$ cat src/rtl/if_pkg.sv
// Shared IF-stage definitions: data width, the NOP encoding and the
// {pc, instr} record carried through the fetch queue.
package if_pkg;

    localparam int XLEN = 32;

    localparam logic [XLEN-1:0] NOP_INSTR = 32'h0000_0013;

    typedef struct packed {
        logic [XLEN-1:0] pc;
        logic [XLEN-1:0] instr;
    } fetch_entry_t;

endpackage

$ cat src/rtl/fetch_queue.sv
// Power-of-two FIFO of fetched {pc, instr} records with push, pop, flush,
// an occupancy count and a combinational head view.
module fetch_queue
    import if_pkg::*;
#(
    parameter int DEPTH = 2,
    localparam int PW = $clog2(DEPTH)
) (
    input  logic            clk,
    input  logic            rst_n,
    input  logic            push,
    input  logic [XLEN-1:0] push_pc,
    input  logic [XLEN-1:0] push_instr,
    input  logic            pop,
    input  logic            flush,
    output logic [PW:0]     count,
    output logic [XLEN-1:0] head_pc,
    output logic [XLEN-1:0] head_instr
);

    localparam logic [PW:0] FULL_COUNT = (PW+1)'(DEPTH);

    fetch_entry_t  mem [DEPTH];
    logic [PW-1:0] head_ptr;
    logic [PW-1:0] tail_ptr;
    logic          do_push;
    logic          do_pop;

    assign do_pop  = pop && (count != '0);
    assign do_push = push && ((count != FULL_COUNT) || do_pop);

    // NOTE: state registers use non-blocking assignments so every flop samples pre-edge values.
    always_ff @(posedge clk or negedge rst_n) begin
        if (!rst_n) begin
            head_ptr <= '0;
            tail_ptr <= '0;
            count    <= '0;
        end else if (flush) begin
            head_ptr <= '0;
            tail_ptr <= '0;
            count    <= '0;
        end else begin
            if (do_push) tail_ptr <= tail_ptr + PW'(1);
            if (do_pop)  head_ptr <= head_ptr + PW'(1);
            if (do_push && !do_pop)      count <= count + (PW+1)'(1);
            else if (!do_push && do_pop) count <= count - (PW+1)'(1);
        end
    end

    // NOTE: storage is not reset; occupancy gates visibility, so stale slots are never observed.
    always_ff @(posedge clk) begin
        if (do_push && !flush) mem[tail_ptr] <= '{pc: push_pc, instr: push_instr};
    end

    assign head_pc    = mem[head_ptr].pc;
    assign head_instr = mem[head_ptr].instr;

endmodule

$ cat src/rtl/pc_fetch_unit.sv
// IF-stage front end: PC register, fetch queue control and redirect handling.
// Define PC_FETCH_PERF_CNT_EN to add the fetch_count port and counter.
module pc_fetch_unit
    import if_pkg::*;
#(
    parameter logic [31:0] RESET_PC    = 32'h0000_0000,
    parameter int          QUEUE_DEPTH = 2
) (
    input  logic        clk,
    input  logic        rst_n,
    output logic [31:0] imem_addr,
    input  logic [31:0] imem_instr,
    input  logic        redirect_valid,
    input  logic [31:0] redirect_pc,
    output logic        id_valid,
    input  logic        id_ready,
    output logic [31:0] id_instr,
    output logic [31:0] id_pc,
    output logic [31:0] id_pc_plus4
`ifdef PC_FETCH_PERF_CNT_EN
    ,
    output logic [31:0] fetch_count
`endif
);

    localparam int CW = $clog2(QUEUE_DEPTH) + 1;
    localparam logic [CW-1:0] FULL_COUNT = CW'(QUEUE_DEPTH);

    logic [XLEN-1:0] fetch_pc;
    logic [CW-1:0]   q_count;
    logic [XLEN-1:0] q_head_pc;
    logic [XLEN-1:0] q_head_instr;
    logic            q_push;
    logic            q_pop;

    assign imem_addr = fetch_pc;
    assign id_valid  = (q_count != '0);

    // A handshake coinciding with a redirect is dropped along with the flushed queue.
    assign q_pop  = id_valid && id_ready && !redirect_valid;
    assign q_push = !redirect_valid && ((q_count != FULL_COUNT) || q_pop);

    always_ff @(posedge clk or negedge rst_n) begin
        if (!rst_n)              fetch_pc <= RESET_PC;
        else if (redirect_valid) fetch_pc <= redirect_pc & ~32'h0000_0003;
        else if (q_push)         fetch_pc <= fetch_pc + 32'd4;
    end

    fetch_queue #(
        .DEPTH(QUEUE_DEPTH)
    ) u_queue (
        .clk       (clk),
        .rst_n     (rst_n),
        .push      (q_push),
        .push_pc   (fetch_pc),
        .push_instr(imem_instr),
        .pop       (q_pop),
        .flush     (redirect_valid),
        .count     (q_count),
        .head_pc   (q_head_pc),
        .head_instr(q_head_instr)
    );

    // NOTE: every output gets a default first so always_comb never infers a latch.
    always_comb begin
        id_instr    = NOP_INSTR;
        id_pc       = '0;
        id_pc_plus4 = '0;
        if (id_valid) begin
            id_instr    = q_head_instr;
            id_pc       = q_head_pc;
            id_pc_plus4 = q_head_pc + 32'd4;
        end
    end

`ifdef PC_FETCH_PERF_CNT_EN
    always_ff @(posedge clk or negedge rst_n) begin
        if (!rst_n)     fetch_count <= '0;
        else if (q_pop) fetch_count <= fetch_count + 32'd1;
    end
`endif

endmodule

$ cat config.mk
export PLATFORM = sky130hd
export DESIGN_NAME = pc_fetch_unit
export DESIGN_NICKNAME = d
export VERILOG_FILES = /design/src/rtl/if_pkg.sv /design/src/rtl/fetch_queue.sv /design/src/rtl/pc_fetch_unit.sv
export SDC_FILE = /design/constraint.sdc
export NUM_CORES = 1
export LEC_CHECK = 0
export BUFFER_PORTS_ARGS = -buffer_cell sky130_fd_sc_hd__buf_4
export CORE_AREA = 2 2 151 153
export CTS_BUF_LIST = sky130_fd_sc_hd__clkbuf_8
export DETAILED_ROUTE_END_ITERATION = 8
export DIE_AREA = 0 0 153 155
export GPL_TIMING_DRIVEN = 1
export PLACE_DENSITY = 0.57
export SYNTH_ARGS = -nofsm -noshare
export SYNTH_HDL_FRONTEND = slang
export SYNTH_SLANG_ARGS = --single-unit
export TNS_END_PERCENT = 10
$ cat constraint.sdc
create_clock -name clk -period 6.77 [get_ports clk]
set_input_delay 0.677 -clock clk [delete_from_list [all_inputs] [get_ports clk]]
set_output_delay 0.677 -clock clk [all_outputs]
set_load 0.1 [all_outputs]
# Word-level counts from Yosys, hierarchy flattened
# Memory sizes are Yosys's and may differ from the RTL's.
# Index checks and enable logic that the tools add are counted.
# op_classes
add_sub_neg	6
eq_ne	1
n_mux	14
reduce_logical	18
# op_table
op	n
2-to-1 mux 32 bit	5
adder 32 x 3 -> 32 bit, second input constant	2
logical AND 1 bit	8
nonzero test 2 bit	4
2-to-1 mux 1 bit	6
2-to-1 mux 2 bit	3
logical NOT 1 bit	3
nonzero test 3 bit	1
adder 1 bit, second input constant	2
adder 2 x 1 -> 2 bit, second input constant	1
logical OR 1 bit	2
inequality test 2 bit, second input constant	1
subtractor 2 x 1 -> 2 bit, second input constant	1
# word_totals
reg_bits	36
ram_bits	128
input_bits	68
elab_cells	44
n_memories	1
# memory_table
name	depth	word_bits	read_ports	rd_ports_with_merged_regs	wr	line_no	text
u_queue.mem	2	64	1	0	1	fetch_queue.sv:23	fetch_entry_t mem [DEPTH];

# Longest topological paths before layout
# Gate-level depths: netlist of run 1.
# logic_depth
ltp_word	11
depth_mapped	10
ltp_nobuf	7

# Hierarchy
# A second synthesis of run 1 with hierarchy kept.
# unflattened
cells_unflattened	648
area_unflattened_um2	7936.4
# modules_own_cells
mod	n_inst	cells_each	area_per_inst_um2	seq_area_each_um2
fetch_queue	1	223	4830.9	3943.8
pc_fetch_unit	1	425	3105.5	750.7

# Worst setup path before layout of run 1
# OpenSTA, ideal clock, no wires.
# synth_path
path_kind	input to register
from	in redirect_valid
to	mem u_queue.mem[1][0] in the netlist's numbering, enable pin
setup_time_ns	0.571
arrival_time_ns	5.812
slack_ns	0.387
stages	4
cell_sequence	nand2b_1 > and2_1 > clkbuf_1 > nor3b_1
# synth_between
elab_chain_len	8
word_cells_on_any_way	10
cone_classes	mux: 2; reduce/logical: 8
# synth_rtl
item	line_no	text
start: declaration	pc_fetch_unit.sv:13	input logic redirect_valid,
logical NOT 1 bit (*)	fetch_queue.sv:52, pc_fetch_unit.sv:40, pc_fetch_unit.sv:41	
logical AND 1 bit	pc_fetch_unit.sv:40	assign q_pop = id_valid && id_ready && !redirect_valid;
logical OR 1 bit / logical AND 1 bit (equally long branches)	pc_fetch_unit.sv:41, fetch_queue.sv:29	
logical AND 1 bit / logical OR 1 bit (equally long branches)	pc_fetch_unit.sv:41, fetch_queue.sv:30	
logical AND 1 bit	fetch_queue.sv:30	assign do_push = push && ((count != FULL_COUNT) || do_pop);
logical AND 1 bit (*)	fetch_queue.sv:52	if (do_push && !flush) mem[tail_ptr] <= '{pc: push_pc, instr: push_instr};
2-to-1 mux 1 bit (*)	fetch_queue.sv:52	
2-to-1 mux 1 bit (not written as such) (*)	fetch_queue.sv:52	
end: declaration	fetch_queue.sv:23	
# Every way passes the cells marked *; elsewhere a longest branch is shown, timed or not.

# Final worst setup path of run 1
# layout_path
from	reg u_queue.head_ptr
to	out id_pc_plus4[31]
# layout_between
elab_chain_len	3
# layout_rtl
item	line_no	text
start: declaration	fetch_queue.sv:24	logic [PW-1:0] head_ptr;
start signal: assignment	fetch_queue.sv:44	if (do_pop) head_ptr <= head_ptr + PW'(1);
memory read (2 x 64 bit)	-	
adder 32 x 3 -> 32 bit	pc_fetch_unit.sv:72	id_pc_plus4 = q_head_pc + 32'd4;
2-to-1 mux 32 bit	pc_fetch_unit.sv:69	if (id_valid) begin
end: declaration	pc_fetch_unit.sv:19	output logic [31:0] id_pc_plus4
# Every way passes these cells.

==> results of run 1 <==
[synth_stat cells (2+ instances only)]
cell type and count:
nand3b_1 3, nand4_1 17, o21ai_1 4, edfxtp_1 124, o31ai_1 6, a211oi_1 2, and3_1 8, a32oi_1 2
a21oi_1 9, o31a_1 2, buf_4 12, and4_1 4, nand3_1 19, and2_1 9, nor2_1 81, a32o_1 2
ha_1 2, inv_1 5, xor2_1 24, nand4b_1 3, nor3_1 11, xnor2_1 19, nand2b_1 4, mux2i_1 56
nand2_1 63, o21bai_1 2, mux2_2 5, buf_6 3, dfrtp_1 34, mux2_1 2, a31oi_1 2, clkbuf_1 18
buf_2 6, nor2b_1 8, nor4_1 5, o21ai_0 34
[state kept, by name (all words and copies together), names as in the netlist]
register          count
u_queue.tail_ptr      1
u_queue.head_ptr      1
u_queue.mem         124
u_queue.count         2
imem_addr            30
[layout make-up]
| type | instances | share of cell area, % |
|---|---|---|
| repair buffers | 193 | 15.0 |
| clock inverters | 15 | 1.53 |
| multi-input cells | 437 | 29.7 |
| inverters | 5 | 0.195 |
| flip-flops and latches | 158 | 47.5 |
| well taps | 285 | 3.70 |
| clock buffers | 17 | 2.43 |
[metrics by stage]
step	hold WS, ps	power [mW]
floorplan	381	2.27
global placement	557	2.55
detailed placement	548	2.55
CTS	169	3.24
global route	175	3.33
finish	177	3.21
[per-layer routing]
layer	global-route usage (%)	part of all wire (%)	vias up
li1	-	-	2648
met2	23.4	44	160
met3	3.51	5.6	20
met5	0	0	-
met4	4.94	1.4	0
met1	22.9	49	2637
[worst min path at each step]
stage,to,depth (start not counted)
detailed placement,u_queue.mem[1][63],0
finish,imem_addr[17],1
floorplan,imem_addr[10],0
CTS,imem_addr[12],1
global placement,u_queue.mem[0][63],0
global route,imem_addr[7],1
[kinds of logic after synthesis]
group | synth area share [%]
AND/OR/NAND/NOR | 16.2
multiplexers | 8.56
adder cells (fa/ha/maj) | 0.327
flip-flops | 59.8
AO/OA/AOI/OAI | 6.86
XOR/XNOR | 4.93
buffers and inverters | 3.19
other | 0.0491
[where the power goes]
| part | switching [mW] | internal, mW | leakage, nW |
|---|---|---|---|
| registers | 0.0796 | 1.15 | 1.58 |
| clock network | 0.357 | 0.326 | 0.183 |
| logic | 1.03 | 0.266 | 1.98 |
| total | 1.47 | 1.74 | 3.74 |
[critical path: stages, from the launching register on]
cell and delay (ps):
dfrtp_4 850, buf_4 740, nand2_1 190, o22ai_1 440, nand3_1 200, nor4_1 450
mux2_2 380, buf_4 230
==> impl_results.md, run 1 <==
* Status: finished clean
* Hold buffer count at cts at 0
* CP required at 6090 ps
* CTS clk-pin slew, worst paths at 90 ps
* Fillers at 2146
* Post-synth EDFFs at 124
* Final Max Tran Viols at 0
* Setup CP Type: register to output pin
* Worst Skew at 15.7 ps
* Dpl ws at 2560 ps
* Unrepaired setup endpoints after global routing: false
* Die width at 153 um
* Commonest non-fill, non-tap cells in the layout: 193 x buf_4, 124 x edfxtp_1, 80 x nor2_1
* Synth Cell Area at 7640 um2
* # setup viols final at 0
* Period utilization at 68.5%
* Via count at 5465
* Total Wirelength at 18900 um
* Dominant cells by area after synthesis: edfxtp_1 49%, dfrtp_1 11%, mux2i_1 7.3%
* Layout area overhead at 26.2%
* CTS sink cnt at 158
* Area of the multi-input gates at 2860 um2
* Startpoint types: register
* Worst R2R Path Depth at 6
* MaxCap Viol Count at 0
* Hold Vio Cnt, Final at 0
* Synthesis Warnings at 0
* Nets at 882
* Share of cells above drive strength 1 at 29.5%
* Fin area at 9650 um2
* ANT cells at 0
* FF-to-FF Start: u_queue.count[1]
* Number of global-route vias before repair at 5144
* TritonCTS clock tree: built
* Site row count at 55
* Hpwl dp at 12900 um
* Clock root cell: clkbuf_8
* Max IR drop VDD at 0.124 mV
* Syn avg cell area at 12.0 um2
* Total CTS buffers at 17
* Count of input and output buffers at 188
* Initial antenna violation count at 0
* Die area at 23700 um2
* Placed Area at 9260 um2
* IO Pins at 197
* Setup WS post-layout at 2130 ps
* GRT overflow at 0
* Worst Setup EP: id_pc_plus4[31]
* GRT Total Usage at 15.7%
* Worst Max-Slew Pin Slew at 901 ps
* Drt pass-1 iters at 4
* Max frequency at 216 MHz
* Distinct cells, synth at 61
* Area of the core at 22200 um2
* Util after Layout at 43.4%
* Largest net degree at the start of global routing at 75
* Pwr per Cell Area at 332 nW/um2
* Placer Congestion at 0.815
* Sequential area share after synthesis at 59.8%
* Fin crit period at 4640 ps
* FF+latch count, synth at 158
* Post-route ant nets at 0
* Post-CTS setup buffer count at 0
* CTS resizes at 0
* End of the worst register-to-register path: u_queue.head_ptr
* Crit. End Element: output pin
* R2r setup slk at 4340 ps
* Synth Flop Type: edfxtp_1
* H-tree levels at 4
* Worst min-delay path class: input port to async pin
* DR vias/cell at 4.92
* Die height at 155 um
* Commonest non-fill, non-tap cell in the layout: buf_4
* Clk_lat worst skew at 440 ps
* Worst-path fanout max at 53
* Rel. slew slack at 40.0%
* Final non-filler cell total at 1110
* Crit path arrival time at 3960 ps
* Critical Path Start: u_queue.head_ptr
* Mean routed wirelength per cell at 17.0 um
* DRC at 0
* LEAKAGE at 3.74 nW
* Global-route wire length before repair at 29100 um
* Async S/R FF share, synth at 21.5%
* Clock Tree Buf Depth at 2
* Yosys top cell area share at 48.7%
* Iter 0 DRT Violations at 324
* Cells after synthesis at 635
* Initial core utilization at 34.4%
* Cell taking the most area after synthesis: edfxtp_1
* Setup_tns at 0 ps
* FF+latch area at 4580 um2
* Placed Instances at 1078
Note: power is estimated with default switching activity, not from simulation.
==> run 2: changes to the inputs <==
- clock period: 6.77 -> 4.73 ns (I/O delays scaled with it)
==> run 2 against run 1 <==
Clock power is 46% higher; cell area is 0.58% higher; setup slack worse by 1400 ps; hold slack better by 26 ps; critical path type unchanged.
==> impl_results.md, run 2 (synthesis results as in run 1) <==
* Fin crit period at 4010 ps
* End of the worst register-to-register path: u_queue.mem[1][30] (was u_queue.head_ptr)
* Hold Crit Start: imem_instr[25]
* Die area at 23700 um2 (unchanged)
* # setup viols final at 0 (unchanged)
* Placer Congestion at 0.825 (was 0.815)
* Final Max Tran Viols at 0 (unchanged)
* CTS sink cnt at 158 (unchanged)
* IO Pins at 197 (unchanged)
* Sw Share at 45.9% (was 45.8%)
* H-tree levels at 4 (unchanged)
* CTS resizes at 0 (unchanged)
* Total CTS buffers at 17 (unchanged)
* Hold Vio Cnt, Final at 0 (unchanged)
* Pint at 2.50 mW (was 1.74 mW)
* Iter 0 DRT Violations at 339 (was 324)
* Hold Path End: u_queue.mem[0][25]
* Drt pass-1 iters at 5 (was 4)
* Largest reg by FF count: u_queue.mem (unchanged)
* Post-CTS setup buffer count at 0 (unchanged)
* Number of global-route vias before repair at 5306 (was 5144)
* Number of cells on the critical path at 7 (unchanged)
* Dpl ws at 1180 ps (was 2560 ps)
* GRT Total Usage at 15.9% (was 15.7%)
* Post-route ant nets at 0 (unchanged)
* R2r setup slk at 2440 ps (was 4340 ps)
* Pwr per Cell Area at 476 nW/um2 (was 332 nW/um2)
* Initial core utilization at 34.4% (unchanged)
* Max IR drop VDD at 0.203 mV (was 0.124 mV)
* Slowest-stage cell, CP: dfrtp_4 (unchanged)
* Crit path arrival time at 3540 ps (was 3960 ps)
* Nets at 886 (was 882)
* Max frequency at 249 MHz
* DRC at 0 (unchanged)
* Layout area overhead at 26.9% (was 26.2%)
* Worst Path Buf+Inv at 2 (unchanged)
* CP required at 4260 ps (was 6090 ps)
* Count of input and output buffers at 188 (unchanged)
* Period utilization at 84.8%
* Die height at 155 um (unchanged)
* Reg power frac at 38.0% (was 38.3%)
* MaxCap Viol Count at 0 (unchanged)
* Top cell by count, worst path: buf_4 (unchanged)
* Die width at 153 um (unchanged)
* Worst Max-Slew Pin Slew at 896 ps (was 901 ps)
* Highest cell delay on the worst timing path at 800 ps (was 850 ps)
* Total Wirelength at 18900 um (about the same)
* Site row count at 55 (unchanged)
* TritonCTS clock tree: built (unchanged)
* Worst-path fanout max at 42 (was 53)
* Crit-path cells: buf_4, nand2_1, o22ai_1, nand3_1, nor4_1, mux2_2, buf_4 (unchanged)
* Hpwl dp at 13200 um (was 12900 um)
* Status: finished clean (unchanged)
* Via count at 5422 (was 5465)
* Largest register FFs at 124 (unchanged)
* Hold slack at 202 ps (was 177 ps)
* Global-route wire length before repair at 29200 um (was 29100 um)
* Switching pwr at 2.12 mW (was 1.47 mW)
* Combinational Power Share at 40.3% (was 40.4%)
* LEAKAGE at 3.77 nW (was 3.74 nW)
* Hold buffer count at cts at 1 (was 0)
* DR vias/cell at 4.87 (was 4.92)
* Placed Instances at 1081 (was 1078)
* Area of the core at 22200 um2 (unchanged)
* Cell family with most CP delay: simple AND/OR/NAND/NOR gates (was buffers and inverters)
* Startpoint types: register (unchanged)
* CTS clk-pin slew, worst paths at 90 ps (about the same)
* ANT cells at 0 (unchanged)
* FF-to-FF Start: u_queue.count[1] (unchanged)
* Share of cells above drive strength 1 at 30.2% (was 29.5%)
* Worst min-delay path class: input port to register (was input port to async pin)
* Unrepaired setup endpoints after global routing: false (unchanged)
* Crit. End Element: output pin (unchanged)
* Clock Tree Buf Depth at 2 (unchanged)
* Worst Skew at 18.6 ps (was 15.7 ps)
* Clock root cell: clkbuf_8 (unchanged)
* Commonest non-fill, non-tap cell in the layout: buf_4 (unchanged)
* Commonest non-fill, non-tap cells in the layout: 196 x buf_4, 124 x edfxtp_1, 80 x nor2_1 (was 193 x buf_4, 124 x edfxtp_1, 80 x nor2_1)
* Final non-filler cell total at 1114 (was 1110)
* Worst R2R Path Depth at 4 (was 6)
* Clk pwr share at 21.7% (was 21.3%)
* Power Total at 4.61 mW (was 3.21 mW)
* GRT overflow at 0 (unchanged)
* Hold Crit Depth at 1
* Mean routed wirelength per cell at 17.0 um (about the same)
* Initial antenna violation count at 0 (unchanged)
* Setup CP Type: register to output pin (unchanged)
* Clk_lat worst skew at 450 ps (was 440 ps)
* Largest net degree at the start of global routing at 74 (was 75)
* Rel. slew slack at 40.3% (was 40.0%)
* Setup WS post-layout at 720 ps (was 2130 ps)
[run 2: final cells by class]
cell class	count	area, um2
clock inverter	12	124
multi-input combinational	437	2870
inverter	5	18.8
clock buffer	20	275
tap	285	357
fill	2115	12500
sequential	158	4580
timing repair buffer	197	1480
[run 2: worst max-delay path by stage]
stage	slack, ps	from	end
floorplan	-1120	redirect_valid	u_queue.mem[0][0]
global placement	1240	u_queue.head_ptr	id_pc_plus4[31]
detailed placement	1180	u_queue.head_ptr	id_pc_plus4[31]
CTS	670	u_queue.head_ptr	id_pc_plus4[31]
global route	520	u_queue.head_ptr	id_pc_plus4[31]
finish	720	u_queue.head_ptr	id_pc_plus4[31]
[run 2: stage by stage]
step                      TNS (ps)  area [um2]  utilization (%)
after floorplan             -69600        7670                -
after global placement           0        9290             41.8
after detailed placement         0        9290             41.8
after CTS                        0        9700             43.6
after global routing             0        9700             43.6
final                            0        9700             43.6
[run 2: power groups by stage]
stage	clock network, mW	registers (mW)	logic, mW
6_report	1.00	1.75	1.86
5_1_grt	1.10	1.77	1.94
4_1_cts	1.03	1.75	1.88
3_5_place_dp	0	1.78	1.87
3_3_place_gp	0	1.78	1.87
2_1_floorplan	0	1.93	1.32
[run 2: worst register-to-register path, stage by stage (launching register included)]
cell,delay (ps)
dfrtp_1,440
nor2b_1,250
and2_1,270
nor3b_4,180
buf_4,700
[run 2: layer usage]
metal	track usage, %	part of all wire (%)	vias up	routed length (um)
met5	0	0	-	0
met4	4.41	1.4	0	259
met3	3.73	5.4	16	1020
met2	24.6	46	184	8650
met1	22.5	48	2568	9010
li1	-	-	2654	-
==> run 3: changes to the inputs <==
- PLACE_DENSITY: 0.57 -> 0.59
- clock period: 4.73 -> 3.6 ns (I/O delays scaled with it)
==> run 3 against run 2 <==
Utilization rose by 0.60 points; largest power group unchanged; first-iteration DRC count increased by 10%; via count up 0.15%; critical endpoint is now id_pc_plus4[28]; combinational power rose by 34%; setup slack worse by 590 ps; global-route usage up 0.25 points; final cell count is 0.81% higher.
==> impl_results.md, run 3 (synthesis results as in run 1) <==
* Hold slack at 93.7 ps (was 202 ps)
* Worst Setup EP: id_pc_plus4[28] (was id_pc_plus4[31])
* Number of global-route vias before repair at 5347 (was 5306)
* MaxCap Viol Count at 0 (unchanged)
* Site row count at 55 (unchanged)
* Global-route wire length before repair at 29700 um (was 29200 um)
* DRC at 0 (unchanged)
* Dpl ws at 437 ps (was 1180 ps)
* Clk_lat worst skew at 440 ps (was 450 ps)
* Hpwl dp at 13500 um (was 13200 um)
* R2r setup slk at 1520 ps (was 2440 ps)
* Iter 0 DRT Violations at 374 (was 339)
* GRT overflow at 0 (unchanged)
* Final Max Tran Viols at 0 (unchanged)
* Period utilization at 96.3%
* Commonest non-fill, non-tap cells in the layout: 200 x buf_4, 124 x edfxtp_1, 80 x nor2_1 (was 196 x buf_4, 124 x edfxtp_1, 80 x nor2_1)
* Util after Layout at 44.2% (was 43.6%)
* Clock Tree Buf Depth at 2 (unchanged)
* Clock root cell: clkbuf_8 (unchanged)
* Pwr per Cell Area at 625 nW/um2 (was 476 nW/um2)
* CTS clk-pin slew, worst paths at 90 ps (about the same)
* Total CTS buffers at 17 (unchanged)
* Largest reg by FF count: u_queue.mem (unchanged)
* IO Pins at 197 (unchanged)
* Status: finished clean (unchanged)
* Crit. End Element: output pin (unchanged)
* Area of the core at 22200 um2 (unchanged)
* Crit path arrival time at 3110 ps (was 3540 ps)
* Die height at 155 um (unchanged)
* Largest net degree at the start of global routing at 74 (unchanged)
* H-tree levels at 4 (unchanged)
* CP required at 3240 ps (was 4260 ps)
* Drt pass-1 iters at 4 (was 5)
* Largest register FFs at 124 (unchanged)
* Die area at 23700 um2 (unchanged)
* Unrepaired setup endpoints after global routing: true (was false)
* GRT Total Usage at 16.1% (was 15.9%)
* ANT cells at 0 (unchanged)
* End of the worst register-to-register path: u_queue.mem[1][15] (was u_queue.mem[1][30])
* Worst-path fanout max at 13 (was 42)
* Hold Vio Cnt, Final at 0 (unchanged)
* Initial antenna violation count at 0 (unchanged)
* Rel. slew slack at 45.4% (was 40.3%)
* Total Wirelength at 19200 um (was 18900 um)
* Worst Max-Slew Pin Slew at 819 ps (was 896 ps)
* Share of cells above drive strength 1 at 31.0% (was 30.2%)
* Placer Congestion at 0.840 (was 0.825)
* Die width at 153 um (unchanged)
* Startpoint types: register (unchanged)
* Setup CP Type: register to output pin (unchanged)
* Critical Path Start: u_queue.head_ptr (unchanged)
* Worst min-delay path class: input port to register (unchanged)
* Setup WS post-layout at 133 ps (was 720 ps)
* Initial core utilization at 34.4% (unchanged)
* Nets at 895 (was 886)
* Count of input and output buffers at 188 (unchanged)
* Worst Skew at 12.1 ps (was 18.6 ps)
* Via count at 5430 (was 5422)
* TritonCTS clock tree: built (unchanged)
* FF-to-FF Start: u_queue.count[1] (unchanged)
* DR vias/cell at 4.84 (was 4.87)
* Hold Crit Depth at 1 (unchanged)
* Placed Instances at 1085 (was 1081)
* # setup viols final at 0 (unchanged)
* Final non-filler cell total at 1123 (was 1114)
* Fin crit period at 3470 ps
* LEAKAGE at 3.85 nW (was 3.77 nW)
* Max IR drop VDD at 0.278 mV (was 0.203 mV)
* Post-route ant nets at 0 (unchanged)
* Max frequency at 288 MHz
* CTS sink cnt at 158 (unchanged)
* Layout area overhead at 28.7% (was 26.9%)
* Commonest non-fill, non-tap cell in the layout: buf_4 (unchanged)
* Worst R2R Path Depth at 4 (unchanged)
* Mean routed wirelength per cell at 17.1 um (was 17.0 um)
[run 3: cell count changes in the layout (fill, tap and decap cells not counted), moves of 2 or more]
cell        delta
buf_4          +4
buf_12         +3
clkbuf_8       -3
clkinvlp_4     -3
buf_6          +2
clkinv_2       +2
inv_8          +2
[run 3: power breakdown]
group	leakage [nW]	internal [mW]	total, mW	switching (mW)
registers	1.58	2.15	2.28	0.127
logic	2.06	0.531	2.50	1.97
clock network	0.208	0.644	1.37	0.724
[run 3: worst min-delay path by stage]
stage | startpoint | to
finish | imem_instr[25] | u_queue.mem[0][25]
global route | imem_instr[22] | u_queue.mem[1][22]
CTS | imem_instr[25] | u_queue.mem[1][25]
detailed placement | rst_n | imem_addr[10]
global placement | rst_n | imem_addr[13]
floorplan | rst_n | imem_addr[10]
[run 3: timing repair]
| item | CTS | global route |
|---|---|---|
| hold buffers | 1 | 0 |
| setup endpoints to repair | 2 | 6 |
| pin swaps | 1 | 0 |
| resized for setup | 0 | 2 |
| endpoints found under the hold margin | 34 | 0 |
| setup buffers | 0 | 5 |
[run 3: metal layers]
layer  vias to the layer above  global-route usage (%)  part of all wire [%]
met5                         -                       0                     0
met4                         0                    3.97                  0.89
met3                         9                    3.48                   5.2
met2                       163                    25.0                    46
met1                      2577                    23.2                    48
li1                       2681                       -                     -
[run 3: worst max-delay path: stages, from the launching register on]
cell	delay, ps
dfrtp_4	560
buf_4	210
and3b_1	290
a2bb2oi_4	270
nand4_1	260
nor4b_1	470
mux2_1	360
buf_4	230
[run 3: per-stage QoR]
stage	setup TNS (ps)	power (mW)	area, um2
5_1_grt	-76.4	6.41	9840
3_5_place_dp	0	4.82	9360
6_report	0	6.15	9840
4_1_cts	-127	6.21	9780
2_1_floorplan	-22510	4.26	7690
3_3_place_gp	0	4.81	9360
[run 3: cell type report]
cell class	count	area, um2
clock buffer	17	234
sequential	158	4580
timing repair buffer	206	1590
inverter	5	18.8
multi-input combinational	437	2880
tap	285	357
clock inverter	15	173
fill	2095	12400
